<file path="src/rtl/sum_tx_pkg.sv">
// Shared types, constants and helpers for the sum_tx_ctrl block.
// Optional macro SUM_TX_ECHO_EN widens the frame to echo the operands.
package sum_tx_pkg;

  typedef enum logic [2:0] {
    IDLE,
    LOAD,
    SEND,
    WAIT_HI,
    WAIT_LO,
    NEXT,
    DONE
  } state_e;

  localparam logic [7:0] ASCII_CR   = 8'h0D;
  localparam logic [7:0] ASCII_PLUS = 8'h2B;
  localparam logic [7:0] ASCII_EQ   = 8'h3D;

`ifdef SUM_TX_ECHO_EN
  localparam int FRAME_LEN = 7;
`else
  localparam int FRAME_LEN = 3;
`endif

  // Upper-case hex digit for a 4-bit value.
  function automatic logic [7:0] hex_to_ascii(input logic [3:0] n);
    if (n < 4'd10) return 8'h30 + {4'h0, n};
    else           return 8'h41 + {4'h0, n} - 8'd10;
  endfunction

endpackage

</file>
<file path="src/rtl/sum_tx_ctrl_btn_debounce.sv">
// Button front end: synchronizer, level debouncer and press-pulse generator.
// Input and debounced level are active-low (1 = released).
module btn_debounce #(
  parameter int SYNC_STAGES     = 2,
  parameter int DEBOUNCE_CYCLES = 4
) (
  input  logic clk,
  input  logic reset_n,
  input  logic btn_n_i,
  output logic press_o
);

  localparam int CNT_W = (DEBOUNCE_CYCLES > 1) ? $clog2(DEBOUNCE_CYCLES) : 1;
  localparam logic [CNT_W-1:0] CNT_MAX = CNT_W'(DEBOUNCE_CYCLES - 1);

  logic [SYNC_STAGES-1:0] sync_q;
  logic                   stable_q, stable_d;
  logic [CNT_W-1:0]       cnt_q, cnt_d;
  logic                   press_q, press_d;

  // Synchronizer chain, resets to the released level.
  always_ff @(posedge clk or negedge reset_n) begin
    if (!reset_n) sync_q <= '1;
    else          sync_q <= {sync_q[SYNC_STAGES-2:0], btn_n_i};
  end

  // Accept a level change only after DEBOUNCE_CYCLES consecutive differing samples.
  always_comb begin
    stable_d = stable_q;
    cnt_d    = '0;
    press_d  = 1'b0;
    if (sync_q[SYNC_STAGES-1] != stable_q) begin
      if (cnt_q == CNT_MAX) begin
        stable_d = ~stable_q;
        press_d  = stable_q;  // released -> pressed edge only
      end else begin
        cnt_d = cnt_q + 1'b1;
      end
    end
  end

  // Debouncer state registers.
  always_ff @(posedge clk or negedge reset_n) begin
    if (!reset_n) begin
      stable_q <= 1'b1;
      cnt_q    <= '0;
      press_q  <= 1'b0;
    end else begin
      stable_q <= stable_d;
      cnt_q    <= cnt_d;
      press_q  <= press_d;
    end
  end

  assign press_o = press_q;

endmodule

</file>
<file path="src/rtl/sum_tx_ctrl.sv">
// Operand latch and ASCII frame sequencer for the SumLatchUART datapath.
// Optional macro SUM_TX_ECHO_EN: 7-byte frame "A+B=SS\r" instead of "SS\r".
module sum_tx_ctrl
  import sum_tx_pkg::*;
#(
  parameter int SYNC_STAGES     = 2,
  parameter int DEBOUNCE_CYCLES = 4,
  parameter int BUSY_TIMEOUT    = 16
) (
  input  logic       clk,
  input  logic       reset_n,
  input  logic       save_a_n,
  input  logic       save_b_n,
  input  logic [3:0] data_input,
  input  logic       tx_busy,
  output logic       tx_start,
  output logic [7:0] tx_data,
  output logic [4:0] sum_out,
  output logic       a_valid,
  output logic       b_valid,
  output logic       ctrl_busy,
  output logic       overrun
);

  localparam int TMO_W = (BUSY_TIMEOUT > 1) ? $clog2(BUSY_TIMEOUT) : 1;
  localparam logic [TMO_W-1:0] TMO_LAST = TMO_W'(BUSY_TIMEOUT - 1);
  localparam logic [2:0]       LAST_IDX = 3'(FRAME_LEN - 1);

  state_e           state_q, state_d;
  logic [3:0]       a_q, a_d, b_q, b_d;
  logic             av_q, av_d, bv_q, bv_d;
  logic [4:0]       sum_q, sum_d;
  logic [2:0]       idx_q, idx_d;
  logic [TMO_W-1:0] tmo_q, tmo_d;
  logic             ovr_q, ovr_d;
  logic [7:0]       txd_q, txd_d;
  logic             press_a, press_b;

  btn_debounce #(.SYNC_STAGES(SYNC_STAGES), .DEBOUNCE_CYCLES(DEBOUNCE_CYCLES)) u_deb_a (
    .clk(clk), .reset_n(reset_n), .btn_n_i(save_a_n), .press_o(press_a)
  );

  btn_debounce #(.SYNC_STAGES(SYNC_STAGES), .DEBOUNCE_CYCLES(DEBOUNCE_CYCLES)) u_deb_b (
    .clk(clk), .reset_n(reset_n), .btn_n_i(save_b_n), .press_o(press_b)
  );

  // Byte i of the transmitted frame.
  function automatic logic [7:0] frame_byte(input logic [2:0] i, input logic [3:0] a,
                                            input logic [3:0] b, input logic [4:0] s);
`ifdef SUM_TX_ECHO_EN
    case (i)
      3'd0:    return hex_to_ascii(a);
      3'd1:    return ASCII_PLUS;
      3'd2:    return hex_to_ascii(b);
      3'd3:    return ASCII_EQ;
      3'd4:    return hex_to_ascii({3'b000, s[4]});
      3'd5:    return hex_to_ascii(s[3:0]);
      default: return ASCII_CR;
    endcase
`else
    a = a;
    b = b;
    case (i)
      3'd0:    return hex_to_ascii({3'b000, s[4]});
      3'd1:    return hex_to_ascii(s[3:0]);
      default: return ASCII_CR;
    endcase
`endif
  endfunction

  // Next-state, operand latching and transmit handshake.
  always_comb begin
    state_d  = state_q;
    a_d      = a_q;
    b_d      = b_q;
    av_d     = av_q;
    bv_d     = bv_q;
    sum_d    = sum_q;
    idx_d    = idx_q;
    tmo_d    = tmo_q;
    ovr_d    = ovr_q;
    txd_d    = txd_q;
    tx_start = 1'b0;
    unique case (state_q)
      IDLE: begin
        if (press_a) begin a_d = data_input; av_d = 1'b1; end
        if (press_b) begin b_d = data_input; bv_d = 1'b1; end
        if (av_q && bv_q) state_d = LOAD;
      end
      LOAD: begin
        sum_d   = {1'b0, a_q} + {1'b0, b_q};
        idx_d   = 3'd0;
        ovr_d   = 1'b0;
        txd_d   = frame_byte(3'd0, a_q, b_q, sum_d);
        state_d = SEND;
      end
      SEND: begin
        if (!tx_busy) begin
          tx_start = 1'b1;
          tmo_d    = '0;
          state_d  = WAIT_HI;
        end
      end
      WAIT_HI: begin
        if (tx_busy)               state_d = WAIT_LO;
        else if (tmo_q == TMO_LAST) state_d = NEXT;
        else                        tmo_d   = tmo_q + 1'b1;
      end
      WAIT_LO: begin
        if (!tx_busy) state_d = NEXT;
      end
      NEXT: begin
        if (idx_q == LAST_IDX) begin
          state_d = DONE;
        end else begin
          idx_d   = idx_q + 3'd1;
          txd_d   = frame_byte(idx_d, a_q, b_q, sum_q);
          state_d = SEND;
        end
      end
      DONE: begin
        av_d    = 1'b0;
        bv_d    = 1'b0;
        state_d = IDLE;
      end
      default: state_d = IDLE;
    endcase
    // Presses during a frame are dropped but remembered.
    if (state_q != IDLE && (press_a || press_b)) ovr_d = 1'b1;
  end

  // Controller state registers.
  always_ff @(posedge clk or negedge reset_n) begin
    if (!reset_n) begin
      state_q <= IDLE;
      a_q     <= '0;
      b_q     <= '0;
      av_q    <= 1'b0;
      bv_q    <= 1'b0;
      sum_q   <= '0;
      idx_q   <= '0;
      tmo_q   <= '0;
      ovr_q   <= 1'b0;
      txd_q   <= '0;
    end else begin
      state_q <= state_d;
      a_q     <= a_d;
      b_q     <= b_d;
      av_q    <= av_d;
      bv_q    <= bv_d;
      sum_q   <= sum_d;
      idx_q   <= idx_d;
      tmo_q   <= tmo_d;
      ovr_q   <= ovr_d;
      txd_q   <= txd_d;
    end
  end

  assign tx_data   = txd_q;
  assign sum_out   = sum_q;
  assign a_valid   = av_q;
  assign b_valid   = bv_q;
  assign ctrl_busy = (state_q != IDLE);
  assign overrun   = ovr_q;

endmodule

</file>
<file path="config.mk">
export PLATFORM = sky130hd
export DESIGN_NAME = sum_tx_ctrl
export DESIGN_NICKNAME = d
export VERILOG_FILES = /design/src/rtl/sum_tx_pkg.sv /design/src/rtl/sum_tx_ctrl_btn_debounce.sv /design/src/rtl/sum_tx_ctrl.sv
export SDC_FILE = /design/constraint.sdc
export NUM_CORES = 1
export LEC_CHECK = 0
export CAP_MARGIN = 20
export CORE_UTILIZATION = 59
export CTS_CLUSTER_DIAMETER = 80
export DETAILED_ROUTE_END_ITERATION = 8
export PLACE_DENSITY = 0.84
export SETUP_SLACK_MARGIN = 0.05
export SKIP_CTS_REPAIR_TIMING = 1
export SLEW_MARGIN = 30
export SYNTH_ARGS = -nofsm -noshare
export SYNTH_HDL_FRONTEND = slang
export SYNTH_SLANG_ARGS = --single-unit
</file>
<file path="constraint.sdc">
create_clock -name clk -period 2.4 [get_ports clk]
set_clock_uncertainty 0.05 [all_clocks]
set_input_delay 0.48 -clock clk [delete_from_list [all_inputs] [get_ports clk]]
set_output_delay 0.48 -clock clk [all_outputs]
set_load 0.005 [all_outputs]
</file>
==> implementation parameters, run 1 <==
Parameter                              Value

Setup path
  Endpoint class of the critical path    output pin
  Required time of the worst setup path    1.87 ns
  Data arrival, critical path    1.76 ns
  Reg2Reg Depth    6
  Worst setup path class    flip-flop to output pin
  Type of element launching the critical path    flip-flop
  Setup slack of the worst register-to-register path    0.58 ns
  Maximum fanout count along the critical path    12

Clock network
  Cell at the root of the clock tree    clkbuf_8
  CTS tree    done
  Clock slew at reported path FFs    0.09 ns
  Insertion delay of the later-clocked pin in the worst-skew pair    0.30 ns
  Total clock buffers created by CTS    5
  Clk buf depth    2
  Number of clock sinks    45
  H-Tree Depth    2

Synth
  Cell type contributing the most total cell area after synthesis    dfrtp_1
  Yosys warning count    0
  Gate Count Post-Synth    191
  Net count of the mapped netlist    213
  Biggest area contributors in the synthesized netlist    dfrtp_1, dfstp_2, ha_1, mux2_2, o21ai_0
  Number of distinct library cell variants in the gate-level netlist after synthesis    43
  Synth top area share    44.83%
  Post-synthesis instance area    2177 sq um
  Avg Synthesized Cell Area    11.40 sq um
  Seq cells post-synth    45
  Fraction of the yosys area taken by sequential cells    52.07%

STA
  Final hold slack    0.1021 ns
  Final Hold Vio Count    0
  RSZ-0062 raised after global routing    true
  Final-report max-slew violation count    0
  Headroom to the max-slew limit    64.58%
  Maximum clock frequency    0.4376 GHz
  Min Tclk post-route    2.285 ns
  Setup violations, final    0
  Final Cycle Share    95.21%
  Transition time at the pin with the least slew margin    0.5313 ns
  Summed negative setup slack over all endpoints    0 ns

GRT
  Antenna violations before repair    0
  Gr usage total    24.88%
  Residual overflow from global routing    0
  Via count of the first global-routing pass    1738
  Pin count of the biggest net entering global routing    25
  First-pass GRT wire length    7.500 mm

Route
  Drt initial violations    129
  Routed wirelength normalized by instance count    15.44 um
  Total via count after detailed routing    1540
  Vias per Instance    5.746
  Number of search-and-repair iterations in the first detailed-routing pass    4
  Aggregate routed wire length    4.139 mm
  Final ANT Viol Nets    0
  DRC viols    0

Floorplanning
  Total core area    3442 sq um
  Horizontal die dimension    62.75 um
  Die Span Y    62.75 um
  Starting density of the core    63.25%
  DIE AREA    3937 sq um
  Number of standard-cell rows in the floorplan    21
  Num ports    27

Layout
  Antenna fix cells    0
  Most used cells in the layout excluding fill and tap cells    dfrtp_1, clkdlybuf4s50_1, o21ai_0
  Count of nets after finishing    243
  Layout-stage area growth over the synthesis result    17.87%
  Non-Filler Cell Area, Final    2566 sq um
  Fraction of layout cells with a size suffix above 1    17.57%
  Leading cell type in the layout, fill and taps excluded    dfrtp_1

Placed design
  DPL Wire Length    3.127 mm
  Port buffer count    25
  Final weighted congestion of routability-driven global placement    0.8465
  Area after DPL    2460 sq um

Power and ir drop
  IR drop worst, VDD    0.0005943 V
  Power per Cell Area    1138 nW/um^2
  P_leak    1.210 nW

Run
  Max Cap Violations    0

Run status
  Outcome    finished clean

Worst hold path
  Worst min path class    input port to asynchronous set/reset pin
[final timing paths]
check | start | to
max | state_q[2] | tx_start
min in group clk | u_deb_a.sync_q[0] | u_deb_a.sync_q[1]
max in group asynchronous | reset_n | u_deb_b.stable_q
min | reset_n | sum_out[3]
min reg2reg | u_deb_a.sync_q[0] | u_deb_a.sync_q[1]
max reg2reg | idx_q[0] | tx_data[1]
[final cells by class]
| class | count | area, sq um |
|---|---|---|
| Sequential cell | 45 | 1134 |
| Timing Repair Buffer | 28 | 267.8 |
| Fill cell | 247 | 875.8 |
| Inverter | 8 | 30.03 |
| Clock inverter | 2 | 13.76 |
| Clock buffer | 6 | 82.58 |
| Tap cell | 46 | 57.56 |
| Multi-Input combinational cell | 133 | 980.9 |
[worst max-delay path, stage by stage, from the launching register on]
cell and delay [ns]:
dfrtp_1 0.51, nand2b_1 0.25, nor3_2 0.16, clkdlybuf4s50_1 0.53
[per-layer routing]
metal	vias to the layer above	track usage [%]	share of wire, %
li1	727	-	-
met1	752	25.98	39
met2	44	45.38	54
met3	17	6.569	3.8
met4	0	12.79	3.0
met5	-	0	0
[sequential cells by signal (all words and copies together), names as in the netlist]
| signal | cells |
|---|---|
| tx_data | 7 |
| sum_out | 5 |
| a_q | 4 |
| b_q | 4 |
| tmo_q | 4 |
| idx_q | 3 |
| state_q | 3 |
| u_deb_a.cnt_q | 2 |
| u_deb_a.sync_q | 2 |
| u_deb_b.cnt_q | 2 |
| u_deb_b.sync_q | 2 |
| a_valid | 1 |
| b_valid | 1 |
| overrun | 1 |
| u_deb_a.press_o | 1 |
| u_deb_a.stable_q | 1 |
| u_deb_b.press_o | 1 |
| u_deb_b.stable_q | 1 |
[synthesized netlist by cell type (all sizes together)]
| master | count |
|---|---|
| dfrtp | 39 |
| o21ai | 17 |
| ha | 12 |
| nor2 | 12 |
| nand2 | 11 |
| mux2 | 10 |
| nand3 | 9 |
| inv | 8 |
| a21oi | 7 |
| dfstp | 6 |
| buf | 5 |
| nor2b | 5 |
| nor3 | 5 |
| xnor2 | 5 |
| a21o | 4 |
| xor2 | 4 |
| a211oi | 3 |
| and2 | 3 |
| nand2b | 3 |
| o31ai | 3 |
| a22o | 2 |
| and3b | 2 |
| a2111oi | 1 |
| a21bo | 1 |
| a22oi | 1 |
| a31o | 1 |
| a31oi | 1 |
| a32o | 1 |
| a32oi | 1 |
| and2b | 1 |
| and3 | 1 |
| conb | 1 |
| fa | 1 |
| nand3b | 1 |
| nor3b | 1 |
| o211ai | 1 |
| o22a | 1 |
| or2 | 1 |
[logic make-up after synthesis]
kind of cell               after synthesis  share of synthesized area (%)
AOI/OAI and AO/OA                       45                          13.62
xor gates and xnor gates                 9                          3.620
adders and majority gates               13                          7.816
buffers and inverters                   13                          3.333
DFF                                     45                          52.07
muxes                                   10                          5.173
other                                    1                         0.1722
and+or+nand+nor                         55                          14.20
[stage by stage]
step | utilization (%) | instances | setup WS [ns] | power, W
finish | 74.55 | 268 | 0.1150 | 0.002922
global route | 74.55 | 268 | 0.002246 | 0.003148
CTS | 74.26 | 268 | 0.04094 | 0.002931
detailed placement | 71.46 | 260 | 0.06952 | 0.002429
global placement | 71.46 | 260 | 0.1548 | 0.002330
floorplan | - | 191 | 0.7646 | 0.001983
[report_power, final]
group	internal (W)	total [W]	switching [W]
Clock	0.000233	0.000481	0.000248
Combinational	0.000601	0.00114	0.000539
Sequential	0.00102	0.00130	0.000277
Power figures use the tool's default switching activity.
==> run 2, diff against run 1 <==
- CORE_MARGIN: default -> 5
==> implementation parameters, run 2 (synthesis gave the netlist of run 1 again) <==
Parameter                              Value

Route
  Total via count after detailed routing    1510 (was 1540)
  Drt initial violations    53 (was 129)
  Vias per Instance    5.593 (was 5.746)
  Routed wirelength normalized by instance count    14.72 um (was 15.44 um)
  Detailed-routing wirelength on met1    1.656 mm (was 1.612 mm)
  Highest routed layer    met4 (unchanged)
  Number of search-and-repair iterations in the first detailed-routing pass    5 (was 4)
  Met2 layer wire length in the routed design    2.120 mm (was 2.242 mm)
  Final ANT Viol Nets    0 (unchanged)
  Aggregate routed wire length    3.974 mm (was 4.139 mm)
  DRC viols    0 (unchanged)
  Met3 routed wirelength    151 um (was 159 um)

Clock network
  H-Tree Depth    2 (unchanged)
  Clk buf depth    2 (unchanged)
  Insertion delay of the later-clocked pin in the worst-skew pair    0.29 ns (was 0.30 ns)
  Cell at the root of the clock tree    clkbuf_8 (unchanged)
  CTS tree    done (unchanged)
  Clock slew at reported path FFs    0.08 ns (was 0.09 ns)
  Total clock buffers created by CTS    5 (unchanged)
  Number of clock sinks    45 (unchanged)

Setup path
  Required time of the worst setup path    1.87 ns (about the same)
  Setup slack of the worst register-to-register path    0.60 ns (was 0.58 ns)
  Data arrival, critical path    1.69 ns (was 1.76 ns)
  Cells along the critical path    nand2b_1, nor3_2, clkdlybuf4s50_1 (unchanged)
  Type of element launching the critical path    flip-flop (unchanged)
  Longest individual stage delay on the worst path    0.53 ns (about the same)
  Total number of cells along the worst setup path    3 (unchanged)
  Maximum fanout count along the critical path    12 (unchanged)
  Launching point of the worst reg2reg path    idx_q[0] (unchanged)
  Largest delay contributor family on the critical path    buffers and inverters (unchanged)
  Buf+Inv Stages, Crit Path    1 (unchanged)
  Worst setup path class    flip-flop to output pin (unchanged)
  Critical path endpoint    tx_start (unchanged)
  Endpoint of the most critical register-to-register path    tx_data[1] (unchanged)
  Reg2Reg Depth    6 (unchanged)
  Cell with the biggest individual delay on the critical path    clkdlybuf4s50_1 (unchanged)
  Startpoint of the most critical setup path    state_q[2] (unchanged)
  Endpoint class of the critical path    output pin (unchanged)

GRT
  Via count of the first global-routing pass    1572 (was 1738)
  First-pass GRT wire length    6.872 mm (was 7.500 mm)
  Antenna violations before repair    0 (unchanged)
  Gr usage total    17.01% (was 24.88%)
  Pin count of the biggest net entering global routing    32 (was 25)
  Residual overflow from global routing    0 (unchanged)

STA
  Transition time at the pin with the least slew margin    0.6846 ns (was 0.5313 ns)
  Summed negative setup slack over all endpoints    0 ns (unchanged)
  Maximum clock frequency    0.4512 GHz (was 0.4376 GHz)
  Headroom to the max-slew limit    54.36% (was 64.58%)
  Final-report max-slew violation count    0 (unchanged)
  Min Tclk post-route    2.216 ns (was 2.285 ns)
  Final Cycle Share    92.34% (was 95.21%)
  RSZ-0062 raised after global routing    false (was true)
  Setup violations, final    0 (unchanged)
  Final Hold Vio Count    0 (unchanged)

Placed design
  Area after DPL    2462 sq um (was 2460 sq um)
  DPL Wire Length    3.030 mm (was 3.127 mm)
  Port buffer count    25 (unchanged)
  Final weighted congestion of routability-driven global placement    0.8238 (was 0.8465)

Floorplanning
  Num ports    27 (unchanged)
  Number of standard-cell rows in the floorplan    22 (was 21)
  Die Span Y    70.75 um (was 62.75 um)
  DIE AREA    5005 sq um (was 3937 sq um)
  Total core area    3606 sq um (was 3442 sq um)
  Starting density of the core    60.37% (was 63.25%)
  Horizontal die dimension    70.75 um (was 62.75 um)

Power and ir drop
  P_leak    1.216 nW (was 1.210 nW)
  Power per Cell Area    1154 nW/um^2 (was 1138 nW/um^2)
  Power consumption    0.002990 W (was 0.002922 W)
  IR drop worst, VDD    0.0006550 V (was 0.0005943 V)

Layout
  Count of nets after finishing    243 (unchanged)
  Layout-stage area growth over the synthesis result    18.97% (was 17.87%)
  Leading cell type in the layout, fill and taps excluded    dfrtp_1 (unchanged)
  Number of flip-flops under the largest register name    7 (unchanged)
  Most used cells in the layout excluding fill and tap cells    dfrtp_1, clkdlybuf4s50_1, o21ai_0 (unchanged)
  Antenna fix cells    0 (unchanged)
  Core Util, Final    71.83% (was 74.55%)
  Non-Filler Cell Area, Final    2590 sq um (was 2566 sq um)
  Fraction of layout cells with a size suffix above 1    17.57% (unchanged)

Run status
  Outcome    finished clean (unchanged)

Run
  Max Cap Violations    0 (unchanged)

Worst hold path
  Worst min path class    input port to asynchronous set/reset pin (unchanged)
run 2: how the worst min path moves through the flow:
stage / endpoint / slack, ns / cells past startpoint
final: tx_data[1] / 0.18 / 1
after global routing: tx_data[0] / 0.22 / 1
after CTS: tx_data[0] / 0.19 / 1
after detailed placement: u_deb_b.sync_q[1] / 0.30 / 0
after global placement: u_deb_a.sync_q[1] / 0.30 / 0
after floorplan: a_q[0] / 0.13 / 0
run 2: power by group:
part / internal (W) / switching [W] / total, W
logic: 0.000599 / 0.000519 / 0.00112
registers: 0.00102 / 0.000273 / 0.00130
clock network: 0.000339 / 0.000235 / 0.000574
run 2: through the flow:
stage	setup slack, ns	std cells	hold slack [ns]
finish	0.1839	270	0.1786
global placement	0.1533	262	0.2974
floorplan	0.7646	191	0.1344
detailed placement	0.1409	262	0.2978
global route	0.08352	270	0.2219
CTS	0.05959	270	0.1936
run 2: cell type report:
cell class	count	area, sq um
flip-flops and latches	45	1135
fillers	272	1016
multi-input cells	133	980.9
repair buffers	28	267.8
clock buffers	7	86.33
well taps	48	60.06
clock inverters	1	30.03
inverters	8	30.03
run 2: routing by layer:
layer  vias to the layer above  GRT usage, %
met4                         0         7.307
met1                       746         19.80
met5                         -             0
li1                        730             -
met2                        28         29.87
met3                         6         3.977
==> run 3, diff against run 2 <==
- CORE_UTILIZATION: 59 -> 55
- PLACE_DENSITY: 0.84 -> 0.79
- clock period: 2.4 -> 2.31 ns (I/O delays scaled with it)
==> implementation parameters, run 3 (synthesis gave the netlist of run 1 again) <==
Parameter                              Value

Layout
  Leading cell type in the layout, fill and taps excluded    dfrtp_1 (unchanged)
  Number of fillers in the final layout    294 (was 272)
  Number of flip-flops under the largest register name    7 (unchanged)
  Antenna fix cells    0 (unchanged)
  Count of nets after finishing    243 (unchanged)
  Fraction of layout cells with a size suffix above 1    17.57% (unchanged)
  Non-filler instance count after layout    270 (unchanged)
  Layout-stage area growth over the synthesis result    19.71% (was 18.97%)
  Most used cells in the layout excluding fill and tap cells    dfrtp_1, clkdlybuf4s50_1, o21ai_0 (unchanged)

Setup path
  Maximum fanout count along the critical path    3 (was 12)
  Buf+Inv Stages, Crit Path    2 (was 1)
  Required time of the worst setup path    1.80 ns (was 1.87 ns)
  Data arrival, critical path    1.71 ns (was 1.69 ns)
  Largest delay contributor family on the critical path    buffers and inverters (unchanged)
  Cell with the biggest individual delay on the critical path    clkdlybuf4s50_1 (unchanged)
  Endpoint class of the critical path    output pin (unchanged)
  Type of element launching the critical path    input port (was flip-flop)
  Worst setup path class    input port to output pin (was flip-flop to output pin)
  Cells along the critical path    clkdlybuf4s50_1, nor3_2, clkdlybuf4s50_1 (was nand2b_1, nor3_2, clkdlybuf4s50_1)
  Dominant cell type by count on the critical path    clkdlybuf4s50_1
  Longest individual stage delay on the worst path    0.55 ns (was 0.53 ns)

GRT
  Met3 routing resource usage after global routing    5.096% (was 3.977%)
  Layer with the highest usage    met2 (unchanged)
  Gr usage total    17.46% (was 17.01%)
  Met1 track utilization from global routing    21.14% (was 19.80%)
  First-pass GRT wire length    7.162 mm (was 6.872 mm)
  Via count of the first global-routing pass    1557 (was 1572)
  Pin count of the biggest net entering global routing    46 (was 32)
  Met2 track demand over resource    29.36% (was 29.87%)
  Residual overflow from global routing    0 (unchanged)
  Antenna violations before repair    0 (unchanged)

Power and ir drop
  Power per Cell Area    1238 nW/um^2 (was 1154 nW/um^2)
  IR drop worst, VDD    0.0005961 V (was 0.0006550 V)
  Power consumption    0.003228 W (was 0.002990 W)
  P_leak    1.227 nW (was 1.216 nW)

Route
  Aggregate routed wire length    4.169 mm (was 3.974 mm)
  Vias per Instance    5.489 (was 5.593)
  Number of search-and-repair iterations in the first detailed-routing pass    4 (was 5)
  DRC viols    0 (unchanged)
  Routed wirelength normalized by instance count    15.44 um (was 14.72 um)
  Total via count after detailed routing    1482 (was 1510)
  Drt initial violations    115 (was 53)
  Final ANT Viol Nets    0 (unchanged)

STA
  Maximum clock frequency    0.4510 GHz
  Final-report max-slew violation count    0 (unchanged)
  Setup violations, final    0 (unchanged)
  Transition time at the pin with the least slew margin    0.5528 ns (was 0.6846 ns)
  RSZ-0062 raised after global routing    true (was false)
  Final Cycle Share    95.99%
  Min Tclk post-route    2.217 ns
  Headroom to the max-slew limit    63.15% (was 54.36%)
  Final Hold Vio Count    0 (unchanged)

Floorplanning
  Starting density of the core    58.16% (was 60.37%)
  Die Span Y    72.92 um (was 70.75 um)
  Num ports    27 (unchanged)
  Horizontal die dimension    72.92 um (was 70.75 um)
  Number of standard-cell rows in the floorplan    22 (unchanged)
  Total core area    3744 sq um (was 3606 sq um)
  DIE AREA    5317 sq um (was 5005 sq um)

Placed design
  Final weighted congestion of routability-driven global placement    0.8331 (was 0.8238)
  Placed cells    262 (unchanged)
  DPL Wire Length    3.080 mm (was 3.030 mm)
  Port buffer count    25 (unchanged)

Clock network
  Clock slew at reported path FFs    0.08 ns (about the same)
  Cell at the root of the clock tree    clkbuf_8 (unchanged)
  Insertion delay of the later-clocked pin in the worst-skew pair    0.30 ns (was 0.29 ns)
  Number of clock sinks    45 (unchanged)
  Total clock buffers created by CTS    5 (unchanged)
  Clk buf depth    2 (unchanged)
  CTS tree    done (unchanged)
  H-Tree Depth    2 (unchanged)

Run
  Max Cap Violations    0 (unchanged)

Worst hold path
  Worst min path class    input port to asynchronous set/reset pin (unchanged)

Run status
  Outcome    finished clean (unchanged)
==> run 3: path summary, 6_finish.rpt <==
| path | start | end | slack (ns) | depth (start not counted) |
|---|---|---|---|---|
| worst max-delay path | tx_busy | tx_start | 0.09 | 3 |
| worst min-delay path | reset_n | tx_data[1] | 0.18 | 2 |
| worst max register to register | a_q[0] | sum_out[4] | 0.48 | 5 |
| worst min register to register | u_deb_b.sync_q[0] | u_deb_b.sync_q[1] | 0.31 | 0 |
| max in group asynchronous | reset_n | u_deb_b.stable_q | 1.64 | 2 |
| min in group clk | u_deb_b.sync_q[0] | u_deb_b.sync_q[1] | 0.31 | 0 |
==> run 3: final cells by class <==
class	instances	area [sq um]	area share [%]
flip-flops and latches	45	1134	43.50
inverters	8	30.03	1.152
clock inverters	3	65.06	2.496
clock buffers	5	68.82	2.640
multi-input cells	133	980.9	37.64
repair buffers	28	267.8	10.27
well taps	48	60.06	2.304
==> run 3: worst reg2reg max path, stage by stage, from the launching register on <==
cell	delay, ns
dfrtp_1	0.39
ha_1	0.24
fa_1	0.41
a21o_1	0.18
a211oi_1	0.34
nor2_1	0.10
==> run 3: power breakdown <==
| part | internal (W) | switching [W] | leakage [nW] |
|---|---|---|---|
| Clock | 0.000430 | 0.000266 | 0.0681 |
| Combinational | 0.000630 | 0.000561 | 0.590 |
| Sequential | 0.00106 | 0.000278 | 0.570 |
==> run 3: per-layer routing <==
layer | up-vias | wire length (um)
li1 | 726 | -
met3 | 12 | 165
met2 | 25 | 2135
met1 | 719 | 1773
met4 | 0 | 95
met5 | - | 0
==> run 3: stage by stage <==
| step | worst slack [ns] | hold WS (ns) | setup TNS, ns | cell area (sq um) | util (%) |
|---|---|---|---|---|---|
| floorplan | 0.6746 | 0.1164 | 0 | 2177 | - |
| global placement | 0.09022 | 0.2978 | 0 | 2462 | 65.78 |
| detailed placement | -0.02299 | 0.2978 | -0.02299 | 2462 | 65.78 |
| CTS | -0.01431 | 0.1981 | -0.01479 | 2596 | 69.35 |
| global route | 0.002024 | 0.2359 | 0 | 2606 | 69.62 |
| finish | 0.09267 | 0.1793 | 0 | 2606 | 69.62 |
==> patch 1: new RTL, settings of run 2 <==
Take the reset off `a_q`, `b_q` and `sum_q` and load them in a clocked block of their own.
--- a/src/rtl/sum_tx_ctrl.sv
+++ b/src/rtl/sum_tx_ctrl.sv
@@ -133,27 +133,27 @@
   always_ff @(posedge clk or negedge reset_n) begin
     if (!reset_n) begin
       state_q <= IDLE;
-      a_q     <= '0;
-      b_q     <= '0;
       av_q    <= 1'b0;
       bv_q    <= 1'b0;
-      sum_q   <= '0;
       idx_q   <= '0;
       tmo_q   <= '0;
       ovr_q   <= 1'b0;
       txd_q   <= '0;
     end else begin
       state_q <= state_d;
-      a_q     <= a_d;
-      b_q     <= b_d;
       av_q    <= av_d;
       bv_q    <= bv_d;
-      sum_q   <= sum_d;
       idx_q   <= idx_d;
       tmo_q   <= tmo_d;
       ovr_q   <= ovr_d;
       txd_q   <= txd_d;
     end
+  end
+
+  always_ff @(posedge clk) begin
+    a_q   <= a_d;
+    b_q   <= b_d;
+    sum_q <= sum_d;
   end
 
   assign tx_data   = txd_q;
Behaviour: differs if reset_n is asserted again (counterexample within 10 cycles, from zero or initial values and one cycle with reset_n low); with reset_n held inactive, the same outputs for 10 cycles.
==> patch 1 against run 2 <==
Sequential cell count did not move. Cell area down 4.6%. Synthesized cell count decreased by 7.9%. Count of clock-buffer cells in the layout decreased by 2. Area after synthesis decreased by 3.6%. Routed wire length fell by 8.6%. Setup slack improved by 34 ps. Total power is 16% lower. Critical endpoint is now ctrl_busy.
==> patch 1: results (changes against run 2) <==
| Metric | Value |
|---|---|
| Nets | 229 (was 243) |
| Post-synthesis compound-gate area fraction | 13.1% (was 13.6%) |
| CP max FO | 12 (unchanged) |
| Crit path DAT | 1650 ps (was 1690 ps) |
| WL/cell | 14.3 um (was 14.7 um) |
| Worst min-delay path class | register to register (was primary input to asynchronous set/reset pin) |
| Layout cells sized above 1 | 14.9% (was 17.6%) |
| Lkg Pwr | 1.07 nW (was 1.22 nW) |
| Area contributors post-synth | dfrtp_1 31%, edfxtp_1 19%, dfstp_2 7.5% (was dfrtp_1 45%, dfstp_2 7.2%, ha_1 6.9%) |
| Post-Syn Nets | 198 (was 213) |
| Post-Place Worst Slack | 3.73 ps (was 141 ps) |
| Ys Warns | 0 (unchanged) |
| Main synth FF type | dfrtp_1 (unchanged) |
| Sequential fraction of the synthesis area | 57.1% (was 52.1%) |
| Synth cell types | 47 (was 43) |
| Post-synth EDFFs | 13 (was 0) |
| Initial DRC count | 121 (was 53) |
| Clock transition at path regs | 120 ps (was 80 ps) |
| Post-synthesis mux area share | 1.61% (was 5.17%) |
| Vias after detailed routing | 1405 (was 1510) |
| Root buffer cell | clkbuf_4 (was clkbuf_8) |
| XOR/XNOR Fraction of Synth Area | 2.86% (was 3.62%) |
| Port Buffers | 25 (unchanged) |
| Largest net degree at the start of global routing | 33 (was 32) |
| Ys async rst share | 71.1% (was 100%) |
| Clock buffer depth | 2 (unchanged) |
| Inserted Diodes | 0 (unchanged) |
| Drc violations | 0 (unchanged) |
| Gr usage total | 16.3% (was 17.0%) |
| Antenna violations before repair | 0 (unchanged) |
| Worst-Skew Late Latency | 370 ps (was 290 ps) |
| Post-detail-place hpwl | 2750 um (was 3030 um) |
| Outcome | completed (unchanged) |
| Worst ir drop on vdd | 625 uV (was 655 uV) |
| Post-synth top cells | 26 x dfrtp_1, 15 x o21ai_0, 13 x edfxtp_1 (was 39 x dfrtp_1, 17 x o21ai_0, 12 x ha_1, 12 x nor2_1, 11 x nand2_1) |
| CTS buffer count | 5 (unchanged) |
| Max reg flops | 7 (unchanged) |
| Final GP Congestion | 0.760 (was 0.824) |
| Max H-tree Level | 2 (unchanged) |
| First-pass GRT wire length | 6240 um (was 6870 um) |
| Synth Area in Adders | 8.11% (was 7.82%) |
[patch 1: cell types whose count changed after synthesis, moves of 4 or more]
cell	before	now
mux2_2	10	2
edfxtp_1	0	13
dfrtp_1	39	26
nor2_1	12	8
[patch 1: metrics by stage]
stage	instance area (um^2)	setup TNS [ps]	cells
after detailed placement	2380	0	244
after global placement	2380	0	244
after global routing	2470	0	254
final	2470	0	254
after floorplan	2100	0	176
after CTS	2440	-37.1	252
[patch 1: power by group]
| part | switching, W | total (W) | internal [W] |
|---|---|---|---|
| Combinational | 0.000421 | 0.000920 | 0.000499 |
| Sequential | 0.000214 | 0.00124 | 0.00102 |
| Clock | 0.000247 | 0.000363 | 0.000116 |
[patch 1: path summary, 6_finish.rpt]
kind	from	end	slack (ps)	depth (start not counted)
setup / recovery	state_q[0]	ctrl_busy	220	3
min in group asynchronous	reset_n	tx_data[4]	430	2
max in group asynchronous	reset_n	u_deb_a.stable_q	1530	2
hold / removal	u_deb_b.sync_q[0]	u_deb_b.sync_q[1]	320	0
hold reg to reg	u_deb_b.sync_q[0]	u_deb_b.sync_q[1]	320	0
setup reg to reg	idx_q[0]	tx_data[2]	570	5
[patch 1: critical path, stage by stage (launching register included)]
cell and delay [ps]:
dfrtp_1 530, nor3_2 240, inv_1 80, clkdlybuf4s50_1 450
[patch 1: cell type report]
cell class | count | area [um^2]
sequential | 45 | 1200
inverter | 8 | 30.0
clock inverter | 3 | 22.5
clock buffer | 5 | 37.5
tap | 46 | 57.6
fill | 221 | 920
timing repair buffer | 30 | 290
multi-input combinational | 117 | 831
[patch 1: metal layers]
layer | vias to the layer above | global-route usage (%) | wire length (um)
met2 | 39 | 28.3 | 1930
met4 | 0 | 9.15 | 100
li1 | 687 | - | -
met5 | - | 0 | 0
met3 | 10 | 5.22 | 182
met1 | 669 | 17.5 | 1420
==> patch 2: new RTL, settings of run 2 <==
Made on the original files. `SYNC_STAGES` is set to 2 in 2 places; all go to 4.
--- a/src/rtl/sum_tx_ctrl_btn_debounce.sv
+++ b/src/rtl/sum_tx_ctrl_btn_debounce.sv
@@ -1,7 +1,7 @@
 // Button front end: synchronizer, level debouncer and press-pulse generator.
 // Input and debounced level are active-low (1 = released).
 module btn_debounce #(
-  parameter int SYNC_STAGES     = 2,
+  parameter int SYNC_STAGES     = 4,
   parameter int DEBOUNCE_CYCLES = 4
 ) (
   input  logic clk,
--- a/src/rtl/sum_tx_ctrl.sv
+++ b/src/rtl/sum_tx_ctrl.sv
@@ -3,7 +3,7 @@
 module sum_tx_ctrl
   import sum_tx_pkg::*;
 #(
-  parameter int SYNC_STAGES     = 2,
+  parameter int SYNC_STAGES     = 4,
   parameter int DEBOUNCE_CYCLES = 4,
   parameter int BUSY_TIMEOUT    = 16
 ) (
Formal check against the unedited RTL: not equivalent (Yosys sat finds a counterexample within 10 cycles, from zero or initial values and one cycle with reset_n low).
==> patch 2 against run 2 <==
Cell area increased by 5.0%. Routed wire length increased by 4.4%. Sequential share of layout area increased by 1.7 points. Total power decreased by 1.2%. Setup slack improved by 92 ps. Critical path type unchanged. Highest routed layer unchanged. Combinational power decreased by 8%. Area after synthesis increased by 5.6%. Global-route usage increased by 0.86 points. Via count increased by 4.5%. Final cell count increased by 3.3%. Sequential cell count increased by 4.
==> patch 2: results (changes against run 2) <==
| Metric | Value |
|---|---|
| Outcome | completed (unchanged) |
| Largest net degree at the start of global routing | 24 (was 32) |
| Post-detail-place hpwl | 3030 um (about the same) |
| Area occupied by multi-input gates | 985 um^2 (was 981 um^2) |
| R2R setup slack | 540 ps (was 600 ps) |
| Post-Place Cell Area | 2590 um^2 (was 2460 um^2) |
| Gr usage total | 17.9% (was 17.0%) |
| Worst hold slack | 2.07 ps (was 179 ps) |
| Lkg Pwr | 1.28 nW (was 1.22 nW) |
| Worst path max stage delay | 490 ps (was 530 ps) |
| Layout cells sized above 1 | 17.3% (was 17.6%) |
| Number of global-route vias before repair | 1678 (was 1572) |
| Synth Area in Adders | 7.40% (was 7.82%) |
| Sequential fraction of the synthesis area | 53.9% (was 52.1%) |
| Area contributors post-synth | dfrtp_1 42%, dfstp_2 11%, ha_1 6.5% (was dfrtp_1 45%, dfstp_2 7.2%, ha_1 6.9%) |
| Critical Path Source | state_q[1] (was state_q[2]) |
| Post-synthesis compound-gate area fraction | 14.2% (was 13.6%) |
| WL/cell | 14.9 um (was 14.7 um) |
| CP max FO | 11 (was 12) |
| Slowest cell on the critical path | dfrtp_1 (was clkdlybuf4s50_1) |
| Crit path DAT | 1590 ps (was 1690 ps) |
| Mapped Avg Cell Area | 11.5 um^2 (was 11.4 um^2) |
| TritonRoute pass-1 iters | 4 (was 5) |
| Max reg flops | 7 (unchanged) |
| Inserted Diodes | 0 (unchanged) |
| Post-Place Worst Slack | 0.360 ps (was 141 ps) |
| Fillers | 265 (was 272) |
| Reg2reg end | tx_data[0] (was tx_data[1]) |
| XOR/XNOR Fraction of Synth Area | 2.99% (was 3.62%) |
| Initial DRC count | 78 (was 53) |
| Worst ir drop on vdd | 644 uV (was 655 uV) |
| Post-synth top cells | 39 x dfrtp_1, 21 x o21ai_0, 12 x ha_1, 12 x nor2_1 (was 39 x dfrtp_1, 17 x o21ai_0, 12 x ha_1, 12 x nor2_1, 11 x nand2_1) |
| Vias after detailed routing | 1578 (was 1510) |
| Final GP Congestion | 0.820 (was 0.824) |
| Nets | 252 (was 243) |
| Post-synthesis mux area share | 5.82% (was 5.17%) |
| Post-Syn Nets | 222 (was 213) |
| Worst-Skew Late Latency | approximately 300 ps |
| Inst Count DP | 271 (was 262) |
| Routed WL | 4150 um (was 3970 um) |
| First-pass GRT wire length | 7260 um (was 6870 um) |
| Antenna violations before repair | 0 (unchanged) |
| Root buffer cell | clkbuf_8 (unchanged) |
| RR Startpoint | a_q[0] (was idx_q[0]) |
-- patch 2: logic make-up (layout without fill, tap and decap cells) --
kind of cell	after synthesis	count (layout)
compound gates	52	52
xor+xnor	7	7
fa+ha+maj	13	13
buf+inv	15	46
flops	49	49
mux	12	12
other cells	1	1
simple gates	51	51
-- patch 2: how the worst max path moves through the flow --
| stage | depth (start not counted) | slack [ps] | end |
|---|---|---|---|
| 2_1_floorplan | 6 | 680 | tx_data[0] |
| 3_3_place_gp | 4 | 8 | tx_start |
| 3_5_place_dp | 4 | 0.4 | tx_start |
| 4_1_cts | 4 | 3 | tx_start |
| 5_1_grt | 3 | 130 | ctrl_busy |
| 6_report | 3 | 280 | ctrl_busy |
-- patch 2: per-layer routing --
| layer | part of all wire (%) | GRT usage [%] | routed length [um] | vias to the layer above |
|---|---|---|---|---|
| met5 | 0 | 0 | 0 | - |
| met4 | 2.4 | 9.22 | 100 | 0 |
| met3 | 4.2 | 5.54 | 175 | 10 |
| met2 | 51 | 31.3 | 2130 | 30 |
| met1 | 42 | 19.3 | 1740 | 774 |
| li1 | - | - | - | 764 |
-- patch 2: final cells by class --
class | count | share of cell area [%]
well taps | 48 | 2.21
repair buffers | 31 | 10.8
clock buffers | 7 | 3.18
inverters | 7 | 0.966
clock inverters | 1 | 1.10
multi-input cells | 136 | 36.2
flip-flops and latches | 49 | 45.6
-- patch 2: worst reg2reg max path, stage by stage, from the launching register on --
cell and delay [ps]:
dfrtp_1 390, ha_1 220, fa_1 410, a21o_1 170
a21oi_1 190, o21ai_0 100, a32o_1 230
-- patch 2: power breakdown --
| part | switching [W] | internal (W) |
|---|---|---|
| clock | 0.000272 | 0.000340 |
| combinational | 0.000477 | 0.000553 |
| sequential | 0.000228 | 0.00108 |
